`config.mk`:
```
export PLATFORM = sky130hd
export DESIGN_NAME = dcache_refill_buffer
export DESIGN_NICKNAME = d
export VERILOG_FILES = /design/src/rtl/dcache_refill_buffer.sv
export SDC_FILE = /design/constraint.sdc
export NUM_CORES = 1
export LEC_CHECK = 0
export CORE_ASPECT_RATIO = 1.75
export CORE_UTILIZATION = 52
export DETAILED_ROUTE_END_ITERATION = 12
export GPL_ROUTABILITY_DRIVEN = 0
export PLACE_DENSITY = 0.9
export SYNTH_ARGS = -nofsm -noshare
export SYNTH_HDL_FRONTEND = slang
export SYNTH_SLANG_ARGS = --single-unit
```
`constraint.sdc`:
```
create_clock -name clk -period 3.04 [get_ports clk]
set_input_delay 0.608 -clock clk [delete_from_list [all_inputs] [get_ports clk]]
set_output_delay 0.608 -clock clk [all_outputs]
set_load 0.01 [all_outputs]
```
`src/rtl/dcache_refill_buffer.sv`:
```
// Data-cache line refill assembler: gathers four wrapping 32-bit beats, merges the pending store, writes a 128-bit line.
// Optional critical-word forwarding is enabled by defining DCACHE_REFILL_CRIT_FWD_EN.
module dcache_refill_buffer #(
  parameter int BYTE_WIDTH = 8,
  parameter int INDEX_BITS = 6
) (
  input  logic                  clk,
  input  logic                  reset,
  input  logic                  req_valid,
  output logic                  req_ready,
  input  logic [INDEX_BITS-1:0] req_index,
  input  logic [1:0]            req_crit,
  input  logic                  st_en,
  input  logic [1:0]            st_word,
  input  logic [3:0]            st_strobe,
  input  logic [31:0]           st_data,
  input  logic                  beat_valid,
  output logic                  beat_ready,
  input  logic [31:0]           beat_data,
  input  logic                  beat_last,
  output logic [INDEX_BITS-1:0] ram_addr,
  output logic [15:0]           ram_strobe,
  output logic [127:0]          ram_wdata,
  output logic                  done,
  output logic                  err,
  output logic                  crit_valid,
  output logic [31:0]           crit_data,
  output logic [1:0]            dbg_state
);

  typedef enum logic [1:0] {
    IDLE  = 2'd0,
    FILL  = 2'd1,
    WRITE = 2'd2
  } state_e;

  state_e                state, state_nxt;
  logic [INDEX_BITS-1:0] idx_q;
  logic [1:0]            wptr, cnt;
  logic                  st_en_q;
  logic [1:0]            st_word_q;
  logic [3:0]            st_strobe_q;
  logic [31:0]           st_data_q;
  logic [31:0]           line_q [4];
  logic                  req_fire, beat_fire;
  logic [31:0]           beat_merged;
  logic [127:0]          line_next;

  // Handshakes: a transfer happens on a rising edge where valid and ready are both high;
  // ready is a pure decode of the registered state and never looks at valid.
  assign req_ready  = (state == IDLE);
  assign beat_ready = (state == FILL);
  assign req_fire   = req_valid & req_ready;
  assign beat_fire  = beat_valid & beat_ready;
  assign dbg_state  = state;

  // Reset overrides the write strobe combinationally so a WRITE cycle under reset never commits.
  assign ram_strobe = ((state == WRITE) && !reset) ? 16'hFFFF : 16'h0000;
  assign done       = (state == WRITE) && !reset;

  always_comb begin
    beat_merged = beat_data;
    if (st_en_q && (st_word_q == wptr)) begin
      for (int i = 0; i < 4; i++) begin
        if (st_strobe_q[i]) begin
          beat_merged[i*BYTE_WIDTH +: BYTE_WIDTH] = st_data_q[i*BYTE_WIDTH +: BYTE_WIDTH];
        end
      end
    end
  end

  always_comb begin
    line_next = '0;
    for (int w = 0; w < 4; w++) begin
      line_next[32*w +: 32] = (2'(w) == wptr) ? beat_merged : line_q[w];
    end
  end

  always_comb begin
    state_nxt = state;
    case (state)
      IDLE:    if (req_fire) state_nxt = FILL;
      FILL:    if (beat_fire && (cnt == 2'd3)) state_nxt = WRITE;
      WRITE:   state_nxt = IDLE;
      default: state_nxt = IDLE;
    endcase
  end

  always_ff @(posedge clk) begin
    if (reset) begin
      state       <= IDLE;
      idx_q       <= '0;
      wptr        <= '0;
      cnt         <= '0;
      st_en_q     <= 1'b0;
      st_word_q   <= '0;
      st_strobe_q <= '0;
      st_data_q   <= '0;
      err         <= 1'b0;
      ram_addr    <= '0;
      ram_wdata   <= '0;
      for (int w = 0; w < 4; w++) line_q[w] <= '0;
    end else begin
      state <= state_nxt;
      if (req_fire) begin
        idx_q       <= req_index;
        st_en_q     <= st_en;
        st_word_q   <= st_word;
        st_strobe_q <= st_strobe;
        st_data_q   <= st_data;
        wptr        <= req_crit;
        cnt         <= '0;
        err         <= 1'b0;
      end
      if (beat_fire) begin
        line_q[wptr] <= beat_merged;
        wptr         <= wptr + 2'd1;
        cnt          <= cnt + 2'd1;
        // beat_last is only audited; the beat count alone ends the fill.
        if (beat_last != (cnt == 2'd3)) err <= 1'b1;
        if (cnt == 2'd3) begin
          ram_addr  <= idx_q;
          ram_wdata <= line_next;
        end
      end
    end
  end

`ifdef DCACHE_REFILL_CRIT_FWD_EN
  always_ff @(posedge clk) begin
    if (reset) begin
      crit_valid <= 1'b0;
      crit_data  <= '0;
    end else begin
      crit_valid <= beat_fire && (cnt == 2'd0);
      if (beat_fire && (cnt == 2'd0)) crit_data <= beat_merged;
    end
  end
`else
  assign crit_valid = 1'b0;
  assign crit_data  = 32'h0;
`endif

endmodule
```
==> impl_metrics.py <==
metrics = {
    "setup_path": {
        "critPathLaunchType": "flip-flop",
        "worstSetupPathType": "reg -> out",
        "path_cells": "nor3b_2, buf_4, clkdlybuf4s50_1",
        "critPathTopFamily": "buffers and inverters",
        "worstPathMaxFanout": 17,
        "endpoint_kind": "primary output",
        "cp_data_arrival_time_ps": 2070,
        "worstPathRequired_ps": 2430,
        "critPathMaxStageDelay_ps": 560,
        "slowest_stage": "clkdlybuf4s50_1",
        "cp_num_buf_inv": 2,
    },
    "cells_and_area": {
        "diodes": 0,
        "layout.nets": 1645,
        "drive_above_1_share": 0.09747,
        "area_growth_pct": 23.85,
        "mostFrequentLayoutCells": "clkdlybuf4s50_1 (238), dfxtp_1 (186), nand2_1 (174)",
        "final_common_cell": "clkdlybuf4s50_1",
    },
    "outcome": {
        "status": "finished, final reports clean",
    },
    "global_routing": {
        "grt_pass1_wl_um": 59340,
        "grt_pass1_vias": 11210,
        "antenna_found_initial": 0,
        "grtUsageTotal": 0.2850,
        "grt.overflow.total": 0,
        "grt_max_degree": 75,
    },
    "timing": {
        "fin_crit_sh": 0.8819,
        "hold_ws_ps": 453.5,
        "rsz0062_at_grt": "false",
        "slew_violations": 0,
        "finalSetupViolCount": 0,
        "clock.fmax_mhz": 373.0,
        "worstMarginPinSlew_ps": 1108,
        "slew_headroom": 0.2608,
        "setup_ws_ps": 358.9,
        "final_hold_viol_count": 0,
        "period_needed_ps": 2681,
        "fin_skew_ps": 8.485,
        "fin_tns_setup_ps": 0,
    },
    "placement": {
        "dp_hpwl_um": 25850,
        "port_buffers": 239,
        "place_ws_ps": 212.8,
    },
    "synthesis": {
        "synth_top_area_frac": 0.2839,
        "ys_top_cells_by_area": "edfxtp_1 (28%), dfxtp_1 (27%), nand2_1 (4.8%), nor2_1 (4.7%), nand3_1 (4.7%)",
        "synth_ff_type": "dfxtp_1",
        "syn_avg_cell_area_um2": 9.686,
        "ys_ff_latch": 314,
        "synth_area_mm2": 0.01354,
        "synth_top_cell_by_area": "edfxtp_1",
        "synth-seq-area-share": 0.5589,
        "ys_warn_count": 0,
        "synth_cells": 1398,
        "synth.distinct_cells": 47,
        "ys_async_sr_fraction": 0,
        "synth_edf_count": 128,
    },
    "min_path": {
        "hp-class": "reg -> reg",
    },
    "floorplanning": {
        "core_area_mm2": 0.02543,
        "io_pins": 273,
        "dieArea_mm2": 0.02671,
        "die_w_um": 124.0,
        "rows": 77,
        "die_h_um": 215.5,
        "initial_core_util": 0.5324,
    },
    "pwr": {
        "p_leak_nw": 6.086,
        "p_per_area_mw_per_mm2": 511.9,
        "irDropWorstVdd_v": 0.0004814,
    },
    "clock_network": {
        "cts_tree": "built",
        "clockBufferDepth": 3,
        "clock_latency_ps": 540,
        "hold_buffers": 0,
        "htreeDepth": 1,
        "clock-sinks": 314,
        "numCtsBuffers": 27,
        "post_cts_resized": 0,
        "clkSlewWorstSetupHoldPaths_ps": 70,
        "clock-root-buffer": "clkbuf_16",
        "cts_setup_buffers": 0,
    },
    "detailed_routing": {
        "vias": 11670,
        "drc": 0,
        "wire_per_inst_um": 20.39,
        "first_iter_violations": 1294,
        "drt-total-wl_um": 38660,
        "drtAntennaViolNets": 0,
        "viasPerCell": 6.156,
        "drtPass1Iterations": 5,
    },
    "job": {
        "maxCapViolCount": 0,
    },
}
synth_stat cells (25+ instances only):
| cell type | n |
|---|---|
| o221ai_2 | 30 |
| edfxtp_1 | 128 |
| buf_4 | 51 |
| nor2_2 | 29 |
| a211oi_1 | 31 |
| o2111ai_1 | 31 |
| and4_1 | 31 |
| a31oi_1 | 33 |
| nor2_1 | 171 |
| clkbuf_1 | 89 |
| nand2_1 | 174 |
| o21ai_1 | 40 |
| a21oi_1 | 85 |
| dfxtp_1 | 186 |
| o221ai_1 | 34 |
| buf_2 | 25 |
| nand3_1 | 128 |
| inv_1 | 32 |
sequential cells by signal, indices dropped and copies added, names as in the netlist, 4 cells and up:
signal / cells
line_q: 128
ram_wdata: 128
st_data_q: 32
idx_q: 6
ram_addr: 6
st_strobe_q: 4
power breakdown:
part | switching (mW) | leakage [nW] | total, mW | internal [mW]
Clock | 1.55 | 0.417 | 3.38 | 1.84
Sequential | 0.0549 | 2.83 | 4.55 | 4.49
Combinational | 0.435 | 2.84 | 0.650 | 0.215
worst reg2reg max path, stage by stage (launching register included):
cell     delay (ps)
dfxtp_1         620
xnor2_4         160
buf_4           500
a31oi_1         350
nor2_1          620
nor2_1          120
routing by layer:
layer  routed length, µm  GRT usage
met1               14160     0.3591
met2               18310     0.4502
met3                3750    0.04678
met4                2428     0.1782
met5                   0          0
metrics by stage:
step                instances  utilization  area (µm²)  power [mW]
floorplan                1430            -       13670       5.032
global placement         1847       0.6253       15900       5.252
detailed placement       1847       0.6253       15900       5.277
CTS                      1896       0.6593       16770       8.597
global route             1896       0.6593       16770       8.836
finish                   1896       0.6593       16770       8.584
area by class of cell:
type	count	area, µm²
fill	1896	8665
sequential	314	7567
multi-input combinational	908	5070
inverter	33	128.9
clock inverter	16	117.6
timing repair buffer	276	2743
clock buffer	33	748.2
tap	316	395.4
logic make-up after synthesis:
kind of cell	Yosys count	synth area share
xor+xnor	3	0.004713
mux	2	0.001479
other cells	1	0.0002769
fa+ha+maj	1	0.0009239
compound gates	314	0.1669
buf+inv	208	0.07854
simple gates	555	0.1883
flops	314	0.5589
final timing paths:
check                           slack (ps)            end          from  depth (start not counted)
worst max register to register         390  line_q[0][10]       wptr[0]                          5
worst min-delay path                   450    ram_addr[1]   ram_addr[1]                          2
worst min register to register         450    ram_addr[1]   ram_addr[1]                          2
worst max-delay path                   360  ram_strobe[3]  dbg_state[1]                          3
No activity file was read; power rests on OpenSTA's default activity.
==> variant 1: new RTL, same flow settings <==
Change the parameter `INDEX_BITS` from 6 to 7.
--- a/src/rtl/dcache_refill_buffer.sv
+++ b/src/rtl/dcache_refill_buffer.sv
@@ -3,5 +3,5 @@
 module dcache_refill_buffer #(
   parameter int BYTE_WIDTH = 8,
-  parameter int INDEX_BITS = 6
+  parameter int INDEX_BITS = 7
 ) (
   input  logic                  clk,
Ports: changed (resized ram_addr and req_index); port bits go from 273 to 275. The function was not compared with the original's and may differ.
==> variant 1 against the original RTL <==
  * Design area about the same
  * Area after synthesis is 1.6% lower
  * Sequential cell count grew 2
  * Worst setup slack worse by 49 ps
  * Critical path depth rose by 2
  * Largest power group unchanged
  * Hold slack better by 0.71 ps
  * Maximum frequency down 1.8%
  * Count of clock-buffer cells in the layout fell by 2
  * Critical path type is now flip-flop to flip-flop
  * Total power increased by 2.2%
  * Utilization rose by 0.49 points
  * Routed wire length is 7.7% lower
==> variant 1: results (changes against the original RTL) <==
outcome complete, no violations; Setup Buffers After CTS 0 (unchanged); Worst Tran Pin Value 847 ps (-261 ps); post-synthesis cell count 1,372 (-1.9%); Fillers 1,877 (-1.0%); CP arrival 3110 ps (+1040 ps); first-pass GRT wire length 55,800 µm (-6.0%); routed vias/inst 5.91 (-4.0%); Worst VDD drop 0.436 mV (-9.4%); Nets 1,630 (-0.91%); largest net degree at the start of global routing 67 (-11%); EDFF count, synth 128 (unchanged); top cells by area, synth edfxtp_1 (29%), dfxtp_1 (28%), nand2_1 (5.9%), nor2_1 (5.6%), o221ai_1 (4.2%); Layout Skew 16.2 ps (+7.76 ps); Placed Cells incl. Taps 1,831 (-0.87%); DR iter-0 viols 1,009 (-22%); Clk pwr share 40.7% (+1.3 points); LEAKAGE 6.05 nW (-0.58%); share of post-route cells with drive strength above 1 8.57% (-1.2 points); biggest regs line_q: 128 flops, ram_wdata: 128 flops, st_data_q: 32 flops; Worst path max stage delay 630 ps (+70 ps); non-filler cells in the finished layout 1,880 (-0.84%); number of distinct library cells after synthesis 43 (-8.5%); Post-synth top flop dfxtp_1; sequential fraction of the synthesis area 57.1% (+1.2 points); HPWL after detailed placement 24,500 µm (-5.4%); CP max stage cell nor2_1; xor/xnor share of the synthesized area 0.310% (-0.16 points); P_sw 2.05 mW (+0.90%); Buffers on Ports 241 (+0.84%); pre-CTS worst setup slack 275 ps (+62.0 ps); Worst Setup SP wptr[0]$_SDFFE_PP0P_; CP delay by family, top simple AND/OR/NAND/NOR gates; post-synthesis compound-gate area fraction 15.7% (-0.96 points); Post-Synth Adder-Cell Area 0.0939% (+0.0015 points); Synth top cells by count nand2_1 (208), nor2_1 (199), dfxtp_1 (188); Flop pwr share 52.1% (-0.9 points); clk buf depth 3 (unchanged); multiplexer share of the synthesized area 0.150% (+0.0024 points); grt met3 use 4.18% (-0.50 points); vias in the first global route 10.7k (-4.3%); M2 GR Usage 46.9% (+1.8 points); met1 Usage GRT 32.9% (-3.0 points); wire length per cell 19.0 µm (-6.9%); worst hold start st_data_q[23]$_SDFFE_PP0P_; Max Fanout on Critical Path 37 (+20); Cell Int Power 6.72 mW (+2.6%); GRT Util Overall 27.4% (-1.1 points)
[variant 1: changes by cell type after synthesis, sizes merged, moves of 2 or more]
cell / change
dfxtp: +2
nand4: +32
buf: +5
o21ai: -31
clkbuf: -6
o2111ai: -31
o221ai: +30
o211ai: +2
nand2: +34
a21oi: +2
nand3: -59
[variant 1: final timing paths]
| kind | cells past startpoint | slack (ps) | to |
|---|---|---|---|
| max | 5 | 310 | ram_wdata[91]$_SDFFE_PP0P_ |
| min | 2 | 450 | st_data_q[23]$_SDFFE_PP0P_ |
| max reg2reg | 5 | 310 | ram_wdata[91]$_SDFFE_PP0P_ |
| min reg2reg | 2 | 450 | st_data_q[23]$_SDFFE_PP0P_ |
[variant 1: layer usage]
metal | wire (µm) | vias to the layer above
met2 | 18200 | 596
met5 | 0 | -
li1 | - | 5159
met1 | 13100 | 5261
met4 | 1740 | 0
met3 | 2670 | 97
[variant 1: layout make-up]
| cell class | instances | area (µm²) | share of cell area [%] |
|---|---|---|---|
| clock inverters | 18 | 194 | 1.16 |
| multi-input cells | 881 | 4840 | 28.9 |
| well taps | 316 | 395 | 2.36 |
| inverters | 33 | 129 | 0.769 |
| repair buffers | 285 | 2880 | 17.2 |
| flip-flops and latches | 316 | 7610 | 45.4 |
| clock buffers | 31 | 721 | 4.30 |
[variant 1: per-stage QoR]
step,cell area (µm²),util (%)
2_1_floorplan,13400,-
5_1_grt,16800,66.4
6_report,16800,66.4
3_5_place_dp,15900,62.8
4_1_cts,16800,66.4
3_3_place_gp,15900,62.8
[variant 1: worst register-to-register path, cell delays in order (launching register included)]
cell and delay [ps]:
dfxtp_1 490, xnor2_4 600, buf_4 430, a31oi_1 190, nor2_1 630, o221ai_1 240
==> variant 2: new RTL, same settings <==
Made on the original files. Put one more register stage on the output `dbg_state`, without a reset. The value now appears one clock later. The other outputs are not delayed to match.
--- a/src/rtl/dcache_refill_buffer.sv
+++ b/src/rtl/dcache_refill_buffer.sv
@@ -53,5 +53,7 @@
   assign req_fire   = req_valid & req_ready;
   assign beat_fire  = beat_valid & beat_ready;
-  assign dbg_state  = state;
+  always_ff @(posedge clk) begin
+    dbg_state <= state;
+  end
 
   // Reset overrides the write strobe combinationally so a WRITE cycle under reset never commits.
Function: changed (a bounded check fails within 4 cycles, from zero or initial values and one cycle with reset high).
==> variant 2 against the original RTL <==
  * Register-to-register slack improved by 140 ps
  * Critical path depth decreased by 1
  * Sequential cell count increased by 2
  * Area after synthesis increased by 4.1%
  * Combinational power increased by 7.2%
  * Worst setup slack got worse by 55 ps
  * Design area increased by 3.9%
  * Routed wire length increased by 1.6%
  * Clock skew increased by 3.4 ps
  * Die area increased by 4.1%
  * First-iteration DRC count increased by 10%
  * Total power increased by 4.2%
  * Maximum frequency decreased by 2.0%
  * Critical path type unchanged
==> variant 2: results (changes against the original RTL) <==
wl on met1 14,000 µm (-0.90%); number of distinct library cells after synthesis 51 (+8.5%); sequential fraction of the synthesis area 53.9% (-1.9 points); share of post-route cells with drive strength above 1 11.1% (+1.3 points); largest net degree at the start of global routing 65 (-13%); post-synthesis compound-gate area fraction 20.3% (+3.6 points); number of clock buffers in the layout 40 (+21%); drt first pass iters 6 (+1); Signal buf overhead 16.1% (-0.21 points); Synth top cells by count dfxtp_1 (188), nor2_1 (170), nand2_1 (141); Crit Reg-Reg Startpoint wptr[1]$_SDFFE_PP0P_; Worst Setup SP state[0]$_SDFFE_PP0P_; multi-input gate count 906 (-0.22%); Layout Skew 11.9 ps (+3.38 ps); Fillers 1,900 (+0.21%); Post-Synth Adder-Cell Area 0.0887% (-0.0037 points); Power Dens Cells 513 mW/mm² (+0.28%); CP Capture Point beat_ready; top cells by area, synth edfxtp_1 (27%), dfxtp_1 (27%), nor2_1 (4.5%), and3_1 (4.2%), a32oi_1 (3.9%); Antenna diodes 1 (+1); GRT Util Overall 27.9% (-0.62 points); DR WL met2 19,400 µm (+5.9%); first-pass GRT wire length 61,100 µm (+3.0%); HPWL after detailed placement 25,700 µm (-0.41%); FF+latch area 0.00761 mm² (+0.53%); Worst VDD drop 0.424 mV (-12%); Slew HR 38.2% (+12 points); hold crit path type input port to flip-flop; Max Fanout on Critical Path 10 (-7); Clock buf/inv share 5.37% (+0.21 points); M2 GR Usage 47.3% (+2.3 points); WL met3 3470 µm (-7.6%); fraction of area in multi-input gates 31.7% (+1.5 points); LEAKAGE 6.75 nW (+11%); outcome complete, no violations; Yosys reg bits 316 (+0.64%)
-- variant 2: worst min-delay path by stage --
stage | from | to | slack [ps] | depth (start not counted)
finish | reset | st_data_q[0]$_SDFFE_PP0P_ | 430 | 2
global route | reset | st_data_q[1]$_SDFFE_PP0P_ | 460 | 2
CTS | reset | st_data_q[0]$_SDFFE_PP0P_ | 430 | 2
detailed placement | st_strobe_q[2]$_SDFFE_PP0P_ | st_strobe_q[2]$_SDFFE_PP0P_ | 440 | 2
global placement | idx_q[4]$_SDFFE_PP0P_ | ram_addr[4]$_SDFFE_PP0P_ | 440 | 2
floorplan | state[0]$_SDFFE_PP0P_ | dbg_state[0]$_DFF_P_ | 330 | 0
-- variant 2: power breakdown --
part           switching [mW]  internal [mW]
Sequential             0.0540           4.52
Clock                    1.53           2.14
Combinational           0.463          0.234
